$ cat config.mk
export PLATFORM = sky130hd
export DESIGN_NAME = ext_mem_access_ctrl
export DESIGN_NICKNAME = d
export VERILOG_FILES = /design/src/rtl/ext_mem_access_ctrl.sv
export SDC_FILE = /design/constraint.sdc
export NUM_CORES = 1
export LEC_CHECK = 0
export CORE_MARGIN = 4
export CORE_UTILIZATION = 48
export DETAILED_ROUTE_END_ITERATION = 12
export GPL_TIMING_DRIVEN = 0
export PLACE_DENSITY = 0.86
export RECOVER_POWER = 25
export SETUP_SLACK_MARGIN = 0.3
export SLEW_MARGIN = 20
export SYNTH_ARGS = -nofsm -noshare
export SYNTH_HDL_FRONTEND = slang
export SYNTH_SLANG_ARGS = --single-unit
$ cat constraint.sdc
create_clock -name clock -period 6.45 [get_ports clock]
set_input_delay 1.29 -clock clock [delete_from_list [all_inputs] [get_ports clock]]
set_output_delay 1.29 -clock clock [all_outputs]
set_load 0.02 [all_outputs]
$ cat src/rtl/ext_mem_access_ctrl.sv
// Target-side controller for the external memory-access interface: decodes host mode
// levels and turns level strobes into single-cycle registered IRAM/DRAM pulses.
module ext_mem_access_ctrl #(
  parameter int NUM_CORES = 8,
  parameter int ADDR_W    = 9,
  parameter int DATA_W    = 16,
  parameter int RD_LAT    = 1
) (
  input  logic                 clock,
  input  logic                 reset,
  input  logic                 start,
  input  logic                 start_2,
  input  logic                 start_3,
  input  logic                 start_4,
  input  logic [ADDR_W-1:0]    addr_ext,
  input  logic [DATA_W-1:0]    data_in_ins,
  input  logic [DATA_W-1:0]    data_in_dram,
  input  logic [NUM_CORES-1:0] iram_write_ext,
  input  logic                 dram_write_ext,
  input  logic                 read_en_ext,
  input  logic [DATA_W-1:0]    dram_rdata,
  output logic [NUM_CORES-1:0] iram_we,
  output logic [ADDR_W-1:0]    iram_addr,
  output logic [DATA_W-1:0]    iram_wdata,
  output logic                 dram_we,
  output logic                 dram_re,
  output logic [ADDR_W-1:0]    dram_addr,
  output logic [DATA_W-1:0]    dram_wdata,
  output logic [DATA_W-1:0]    dram_out,
  output logic                 rd_valid,
  output logic                 core_run,
  output logic [2:0]           mode,
  output logic [ADDR_W:0]      word_count,
  output logic                 err_multi,
  output logic                 err_mode
);

  localparam logic [2:0] MODE_IDLE = 3'd0;
  localparam logic [2:0] MODE_IRAM = 3'd1;
  localparam logic [2:0] MODE_DRAM = 3'd2;
  localparam logic [2:0] MODE_READ = 3'd3;
  localparam logic [2:0] MODE_RUN  = 3'd4;
  localparam logic [NUM_CORES-1:0] CORE_ZERO = {NUM_CORES{1'b0}};
  localparam logic [NUM_CORES-1:0] CORE_ONE  = {{(NUM_CORES-1){1'b0}}, 1'b1};
  localparam logic [ADDR_W:0] WC_ZERO = {(ADDR_W+1){1'b0}};
  localparam logic [ADDR_W:0] WC_ONE  = {{ADDR_W{1'b0}}, 1'b1};
  localparam logic [ADDR_W:0] WC_MAX  = {1'b1, {ADDR_W{1'b0}}};
  localparam logic [2:0] RD_LAT_V = 3'(RD_LAT);

  function automatic logic is_onehot(input logic [NUM_CORES-1:0] vec);
    return (vec != CORE_ZERO) && ((vec & (vec - CORE_ONE)) == CORE_ZERO);
  endfunction

  logic [2:0]           mode_r;
  logic [2:0]           mode_nxt_s;
  logic [2:0]           lvl_cnt_s;
  logic                 multi_mode_s;
  logic [NUM_CORES-1:0] iram_prev_r;
  logic                 dram_wr_prev_r;
  logic                 rd_prev_r;
  logic [NUM_CORES-1:0] iram_rise_s;
  logic                 dram_wr_rise_s;
  logic                 rd_rise_s;
  logic                 iram_ev_s;
  logic                 iram_multi_s;
  logic                 dram_ev_s;
  logic                 rd_issue_s;
  logic                 wrong_mode_s;
  logic                 load_entry_s;
  logic                 rd_pending_s;
  logic [2:0]           rd_cnt_r;
  logic [ADDR_W:0]      wc_nxt_s;

  assign lvl_cnt_s      = {2'b00, start} + {2'b00, start_2} + {2'b00, start_3} + {2'b00, start_4};
  assign multi_mode_s   = (lvl_cnt_s > 3'd1);
  assign iram_rise_s    = iram_write_ext & ~iram_prev_r;
  assign dram_wr_rise_s = dram_write_ext & ~dram_wr_prev_r;
  assign rd_rise_s      = read_en_ext & ~rd_prev_r;
  // A read is in flight until captured, and blocks new reads while its data is presented.
  assign rd_pending_s   = (rd_cnt_r != 3'd0) || rd_valid;
  assign load_entry_s   = (mode_nxt_s != mode_r) && ((mode_nxt_s == MODE_IRAM) || (mode_nxt_s == MODE_DRAM));
  assign mode           = mode_r;

  // Mode state register
  always_ff @(posedge clock or posedge reset) begin
    if (reset) begin
      mode_r <= MODE_IDLE;
    end else begin
      mode_r <= mode_nxt_s;
    end
  end

  // Next-state decode: fixed priority over the host mode levels
  always_comb begin
    mode_nxt_s = MODE_IDLE;
    if (start_2) begin
      mode_nxt_s = MODE_IRAM;
    end else if (start_3) begin
      mode_nxt_s = MODE_DRAM;
    end else if (start_4) begin
      mode_nxt_s = MODE_READ;
    end else if (start) begin
      mode_nxt_s = MODE_RUN;
    end else begin
      mode_nxt_s = MODE_IDLE;
    end
  end

  // Output decode: qualify strobe edges against the mode of the current cycle
  always_comb begin
    iram_ev_s    = 1'b0;
    iram_multi_s = 1'b0;
    dram_ev_s    = 1'b0;
    rd_issue_s   = 1'b0;
    wrong_mode_s = 1'b0;
    case (mode_nxt_s)
      MODE_IRAM: begin
        if (iram_rise_s != CORE_ZERO) begin
          iram_ev_s    = is_onehot(iram_rise_s);
          iram_multi_s = ~is_onehot(iram_rise_s);
        end else begin
          iram_ev_s    = 1'b0;
          iram_multi_s = 1'b0;
        end
        wrong_mode_s = dram_wr_rise_s | rd_rise_s;
      end
      MODE_DRAM: begin
        dram_ev_s    = dram_wr_rise_s;
        wrong_mode_s = (iram_rise_s != CORE_ZERO) | rd_rise_s;
      end
      MODE_READ: begin
        rd_issue_s   = rd_rise_s & ~rd_pending_s;
        wrong_mode_s = (iram_rise_s != CORE_ZERO) | dram_wr_rise_s;
      end
      default: begin
        wrong_mode_s = (iram_rise_s != CORE_ZERO) | dram_wr_rise_s | rd_rise_s;
      end
    endcase
  end

  // Word count: restart on load-mode entry, then count accepted writes up to the ceiling
  always_comb begin
    wc_nxt_s = word_count;
    if (load_entry_s) begin
      wc_nxt_s = WC_ZERO;
    end else begin
      wc_nxt_s = word_count;
    end
    if ((iram_ev_s || dram_ev_s) && (wc_nxt_s != WC_MAX)) begin
      wc_nxt_s = wc_nxt_s + WC_ONE;
    end else begin
      wc_nxt_s = wc_nxt_s;
    end
  end

  // Strobe history, memory pulses, readback pipeline and sticky errors
  always_ff @(posedge clock or posedge reset) begin
    if (reset) begin
      iram_prev_r    <= CORE_ZERO;
      dram_wr_prev_r <= 1'b0;
      rd_prev_r      <= 1'b0;
      iram_we        <= CORE_ZERO;
      iram_addr      <= {ADDR_W{1'b0}};
      iram_wdata     <= {DATA_W{1'b0}};
      dram_we        <= 1'b0;
      dram_re        <= 1'b0;
      dram_addr      <= {ADDR_W{1'b0}};
      dram_wdata     <= {DATA_W{1'b0}};
      dram_out       <= {DATA_W{1'b0}};
      rd_valid       <= 1'b0;
      rd_cnt_r       <= 3'd0;
      core_run       <= 1'b0;
      word_count     <= WC_ZERO;
      err_multi      <= 1'b0;
      err_mode       <= 1'b0;
    end else begin
      iram_prev_r    <= iram_write_ext;
      dram_wr_prev_r <= dram_write_ext;
      rd_prev_r      <= read_en_ext;
      iram_we        <= iram_ev_s ? iram_rise_s : CORE_ZERO;
      dram_we        <= dram_ev_s;
      dram_re        <= rd_issue_s;
      core_run       <= (mode_nxt_s == MODE_RUN);
      word_count     <= wc_nxt_s;
      err_multi      <= err_multi | iram_multi_s;
      err_mode       <= err_mode | wrong_mode_s | multi_mode_s;
      if (iram_ev_s) begin
        iram_addr  <= addr_ext;
        iram_wdata <= data_in_ins;
      end
      if (dram_ev_s) begin
        dram_addr  <= addr_ext;
        dram_wdata <= data_in_dram;
      end else if (rd_issue_s) begin
        dram_addr  <= addr_ext;
      end
      // Leaving readback drops any in-flight read and withdraws presented data
      if (mode_nxt_s != MODE_READ) begin
        rd_cnt_r <= 3'd0;
        rd_valid <= 1'b0;
      end else if (rd_issue_s) begin
        rd_cnt_r <= 3'd1;
      end else if (rd_cnt_r != 3'd0) begin
        if (rd_cnt_r == RD_LAT_V) begin
          dram_out <= dram_rdata;
          rd_valid <= 1'b1;
          rd_cnt_r <= 3'd0;
        end else begin
          rd_cnt_r <= rd_cnt_r + 3'd1;
        end
      end else if (rd_valid && !read_en_ext) begin
        rd_valid <= 1'b0;
      end
    end
  end

endmodule
==> out/qor_table.md <==
| Metric | Value | Unit |
| --- | --- | --- |
| Total number of nets in the final design | 563 | - |
| Effective utilization at floorplan | 50.03 | % |
| Tightest slew margin relative to the limit | -57.03 | % |
| Actual transition at the worst max-transition pin | 2.343 | ns |
| Hold Violations, Final | 0 | - |
| Setup fix buffers added after clock tree synthesis | 0 | - |
| Crit end category | register | - |
| Most numerous cell on the critical path | sky130_fd_sc_hd__nand2_1 | - |
| Hold Slack | 0.5044 | ns |
| Die boundary width | 103.8 | um |
| Endpoints failing setup | 0 | - |
| Most used flip-flop cell after synthesis | sky130_fd_sc_hd__dfrtp_1 | - |
| Total Routing Usage GR | 19.16 | % |
| Outcome | finished with violations | - |
| H-tree level count | 3 | - |
| Final antenna diode count | 0 | - |
| Final standard cell utilization of the core | 72.66 | % |
| Number of warning messages in the yosys log | 0 | - |
| Number of cells on the worst hold path | 1 | - |
| Pwr dens | 278.3 | nW/um2 |
| Synth Area in Compound Gates | 4.629 | % |
| Number of optimization iterations in the first detailed-route pass | 4 | - |
| Detailed-route DRC error count | 0 | - |
| Arr. time, crit path | 4.03 | ns |
| Vias per cell | 5.110 | - |
| Area of the die | 10770 | um2 |
| Setup repair after global routing missed its margin | no | - |
| Filler Cell Count | 600 | - |
| First-iteration detailed-routing DRC count | 65 | - |
| Clock tree from TritonCTS | yes | - |
| Violations in the final reports | capacitance limit, slew limit | - |
| Worst-path maximum fanout | 9 | - |
| Count of input and output buffers | 165 | - |
| Part of the Yosys area used for sequential elements | 60.21 | % |
| Critical path class | input port to register | - |
| Worst EP required | 6.75 | ns |
| Placed wire-length estimate after detailed placement | 7777 | um |
| Accumulated negative setup slack | 0 | ns |
| Worst Hold Class | register to register | - |
| Maximum count of clock buffers along a single path | 2 | - |
| Overall via count from detail_route | 3061 | - |
| FF-to-FF path depth | 10 | - |
| Clock latency of the later-clocked register in the worst-skew pair | 0.36 | ns |
| Startpoint of the most critical hold path | dram_addr[7] | - |
| Initial antenna violation count | 0 | - |
| Number of max-slew violations in the final report | 53 | - |
| Peak Freq | 0.2682 | GHz |
| Period utilisation layout | 57.80 | % |
| Row cnt | 34 | - |
| I/O pin count | 166 | - |
| Post-placement cell count | 584 | - |
| Minimum period implied by the final worst setup slack | 3.728 | ns |
| Routed length per instance | 16.99 | um |
| Number of synthesized register bits | 106 | - |
| Slowest cell delay on critical path | 0.70 | ns |
| Post-layout instance count excluding filler cells | 599 | - |
| Peak VDD IR | 142.2 | uV |
| Syn nets | 386 | - |
| Area Growth Syn to Fin | 45.24 | % |
| Slowest stage cell, crit path | sky130_fd_sc_hd__dlygate4sd3_1 | - |
| Hold-critical path endpoint | dram_addr[7] | - |
| Critical R2R Launch | mode[0] | - |
| Clock transition at the registers of the reported paths | 0.10 | ns |
| Maximum number of pins on one net before global-route repair | 55 | - |
| Async set-or-reset flop fraction in the synthesized netlist | 100.0 | % |
| Startpoint Class | input port | - |
| Post-synthesis adder-cell area fraction | 1.250 | % |
| Simple-gate area share of the yosys netlist | 10.88 | % |
| Reg2Reg Setup Slack | 4.09 | ns |
| Multiplexer share of the synthesized area | 19.48 | % |
| Mapped Cells | 310 | - |
| Average size of a mapped cell | 14.21 | um2 |
| Floorplan core area | 8806 | um2 |
| Leak pwr | 2.843 | nW |
| Worst path cell trace | dlygate4sd3_1 -> inv_1 -> nor4b_1 -> or3_1 -> buf_4 -> nand2_1 -> inv_1 -> ha_1 -> and3_1 -> nand2_1 -> or4_1 -> nand2_1 | - |
| Post-synthesis share of cell area spent on xor and xnor gates | 0.7952 | % |
| Hold Buf Count CTS | 0 | - |
| Overflow left after global routing | 0 | - |
| Die extent in y | 103.8 | um |
| Fraction of final layout cells sized beyond drive strength 1 | 20.98 | % |
| Endpoint of the worst-slack reg-to-reg timing path | word_count[8] | - |
| CTS resizes | 0 | - |
| Total of max-cap violations | 1 | - |
| Synth unique cells | 51 | - |
| Routed WL | 10180 | um |
| Number of enable-type register cells in the synthesized netlist | 0 | - |
| Main combinational cell family by area after synthesis | multiplexers | - |
| Inserted Clock Buffers | 9 | - |
| First-pass GRT wire length | 16720 | um |
| Root buffer cell | sky130_fd_sc_hd__clkbuf_8 | - |
| Synthesized area | 4405 | um2 |
| Via count of the first global-routing pass | 3293 | - |
| Clk sinks | 106 | - |
| RePlAce Congestion | 0.7854 | - |
| Post-Route Skew | 0.01328 | ns |
| Post-detailed-route count of antenna-violating nets | 0 | - |
[registers in the layout (all words and copies together), names as in the netlist, 3 cells and up]
register,count
dram_out,16
dram_wdata,16
iram_wdata,16
word_count,10
dram_addr,9
iram_addr,9
iram_prev_r,8
iram_we,8
mode,3
rd_cnt_r,3
[placed cells by master (no fill, tap or decap), types with 2 or more instances in the layout]
| master | instances |
|---|---|
| sky130_fd_sc_hd__ha_1 | 2 |
| sky130_fd_sc_hd__or3_1 | 3 |
| sky130_fd_sc_hd__clkbuf_8 | 10 |
| sky130_fd_sc_hd__o211ai_1 | 3 |
| sky130_fd_sc_hd__and3_1 | 3 |
| sky130_fd_sc_hd__nand2b_1 | 5 |
| sky130_fd_sc_hd__nor2_1 | 17 |
| sky130_fd_sc_hd__dfrtp_1 | 106 |
| sky130_fd_sc_hd__mux2_4 | 22 |
| sky130_fd_sc_hd__nand2b_4 | 6 |
| sky130_fd_sc_hd__a21oi_1 | 6 |
| sky130_fd_sc_hd__mux2_2 | 42 |
| sky130_fd_sc_hd__xnor2_1 | 3 |
| sky130_fd_sc_hd__o21ai_0 | 8 |
| sky130_fd_sc_hd__clkinvlp_4 | 3 |
| sky130_fd_sc_hd__mux2_1 | 4 |
| sky130_fd_sc_hd__nand2_1 | 17 |
| sky130_fd_sc_hd__clkdlybuf4s50_1 | 153 |
| sky130_fd_sc_hd__clkbuf_1 | 2 |
| sky130_fd_sc_hd__nor4b_1 | 3 |
| sky130_fd_sc_hd__buf_6 | 5 |
| sky130_fd_sc_hd__inv_1 | 10 |
| sky130_fd_sc_hd__nand4_1 | 3 |
| sky130_fd_sc_hd__nor3_1 | 5 |
| sky130_fd_sc_hd__and4_1 | 2 |
| sky130_fd_sc_hd__dlygate4sd3_1 | 12 |
| sky130_fd_sc_hd__or4_1 | 2 |
| sky130_fd_sc_hd__nand3_1 | 4 |
[cell families (layout without fill, tap and decap cells)]
| family | after synthesis | after routing |
|---|---|---|
| and+or+nand+nor | 79 | 79 |
| xor gates and xnor gates | 4 | 4 |
| buffers and inverters | 21 | 202 |
| adders and majority gates | 4 | 4 |
| AOI/OAI and AO/OA | 27 | 27 |
| DFF | 106 | 106 |
| muxes | 69 | 69 |
[final cells by class]
type	instances	area, um2	area share (%)
clock buffers	10	137.6	2.151
clock inverters	5	40.04	0.6257
well taps	108	135.1	2.112
repair buffers	166	1679	26.24
flip-flops and latches	106	2653	41.45
plain buffers	10	80.08	1.251
inverters	11	42.54	0.6648
multi-input cells	183	1632	25.50
[worst max-delay path by stage]
stage               startpoint       endpoint  slack (ns)  depth (start not counted)
finish                 start_2  word_count[8]        2.72                         12
global route           start_2  word_count[8]        2.46                         12
floorplan                reset       core_run        2.37                          1
global placement         reset  word_count[2]        0.91                          2
detailed placement     start_2  word_count[8]        2.50                         12
CTS                    start_2  word_count[8]        2.87                         12
[Yosys cell counts (2+ instances only)]
master | instances | share of area, %
sky130_fd_sc_hd__nand2b_4 | 6 | 1.9
sky130_fd_sc_hd__mux2_2 | 42 | 11
sky130_fd_sc_hd__ha_1 | 2 | 0.57
sky130_fd_sc_hd__nor2_1 | 17 | 1.4
sky130_fd_sc_hd__or4_1 | 2 | 0.34
sky130_fd_sc_hd__and4_1 | 2 | 0.40
sky130_fd_sc_hd__nand3_1 | 4 | 0.45
sky130_fd_sc_hd__and3_1 | 3 | 0.43
sky130_fd_sc_hd__nand4_1 | 3 | 0.43
sky130_fd_sc_hd__xnor2_1 | 3 | 0.60
sky130_fd_sc_hd__dfrtp_1 | 106 | 60
sky130_fd_sc_hd__o211ai_1 | 3 | 0.51
sky130_fd_sc_hd__nand2_1 | 17 | 1.4
sky130_fd_sc_hd__inv_1 | 10 | 0.85
sky130_fd_sc_hd__mux2_4 | 22 | 7.5
sky130_fd_sc_hd__o21ai_0 | 8 | 0.91
sky130_fd_sc_hd__nand2b_1 | 5 | 0.71
sky130_fd_sc_hd__mux2_1 | 4 | 1.0
sky130_fd_sc_hd__or3_1 | 3 | 0.43
sky130_fd_sc_hd__a21oi_1 | 6 | 0.68
sky130_fd_sc_hd__nor4b_1 | 3 | 0.60
sky130_fd_sc_hd__buf_6 | 5 | 1.3
sky130_fd_sc_hd__nor3_1 | 5 | 0.57
sky130_fd_sc_hd__clkbuf_1 | 2 | 0.17
[per-layer routing]
layer / GRT usage [%] / vias to the layer above / part of all wire [%]
met5: 0 / - / 0
met4: 3.704 / 0 / 0.62
met3: 6.841 / 6 / 7.7
met2: 30.73 / 113 / 47
met1: 25.41 / 1504 / 44
li1: - / 1438 / -
[metrics by stage]
| step | setup WS (ns) | area (um2) | total power, mW |
|---|---|---|---|
| after floorplan | 2.371 | 4405 | 1.125 |
| after global placement | 0.9068 | 6192 | 1.405 |
| after detailed placement | 2.499 | 6225 | 1.426 |
| after CTS | 2.874 | 6402 | 1.801 |
| after global routing | 2.461 | 6399 | 1.863 |
| final | 2.722 | 6399 | 1.781 |
[report_power, final]
part           internal, mW  switching [mW]
sequential            0.768          0.0559
clock                 0.151           0.224
combinational         0.325           0.257
total                  1.24           0.537
[worst max-delay path, delay by kind of cell]
kind | cells | cell delay, ns
buffers and inverters | 4 | 1.16
adders and majority gates | 1 | 0.18
and+or+nand+nor | 7 | 1.40
Power figures use the tool's default switching activity.
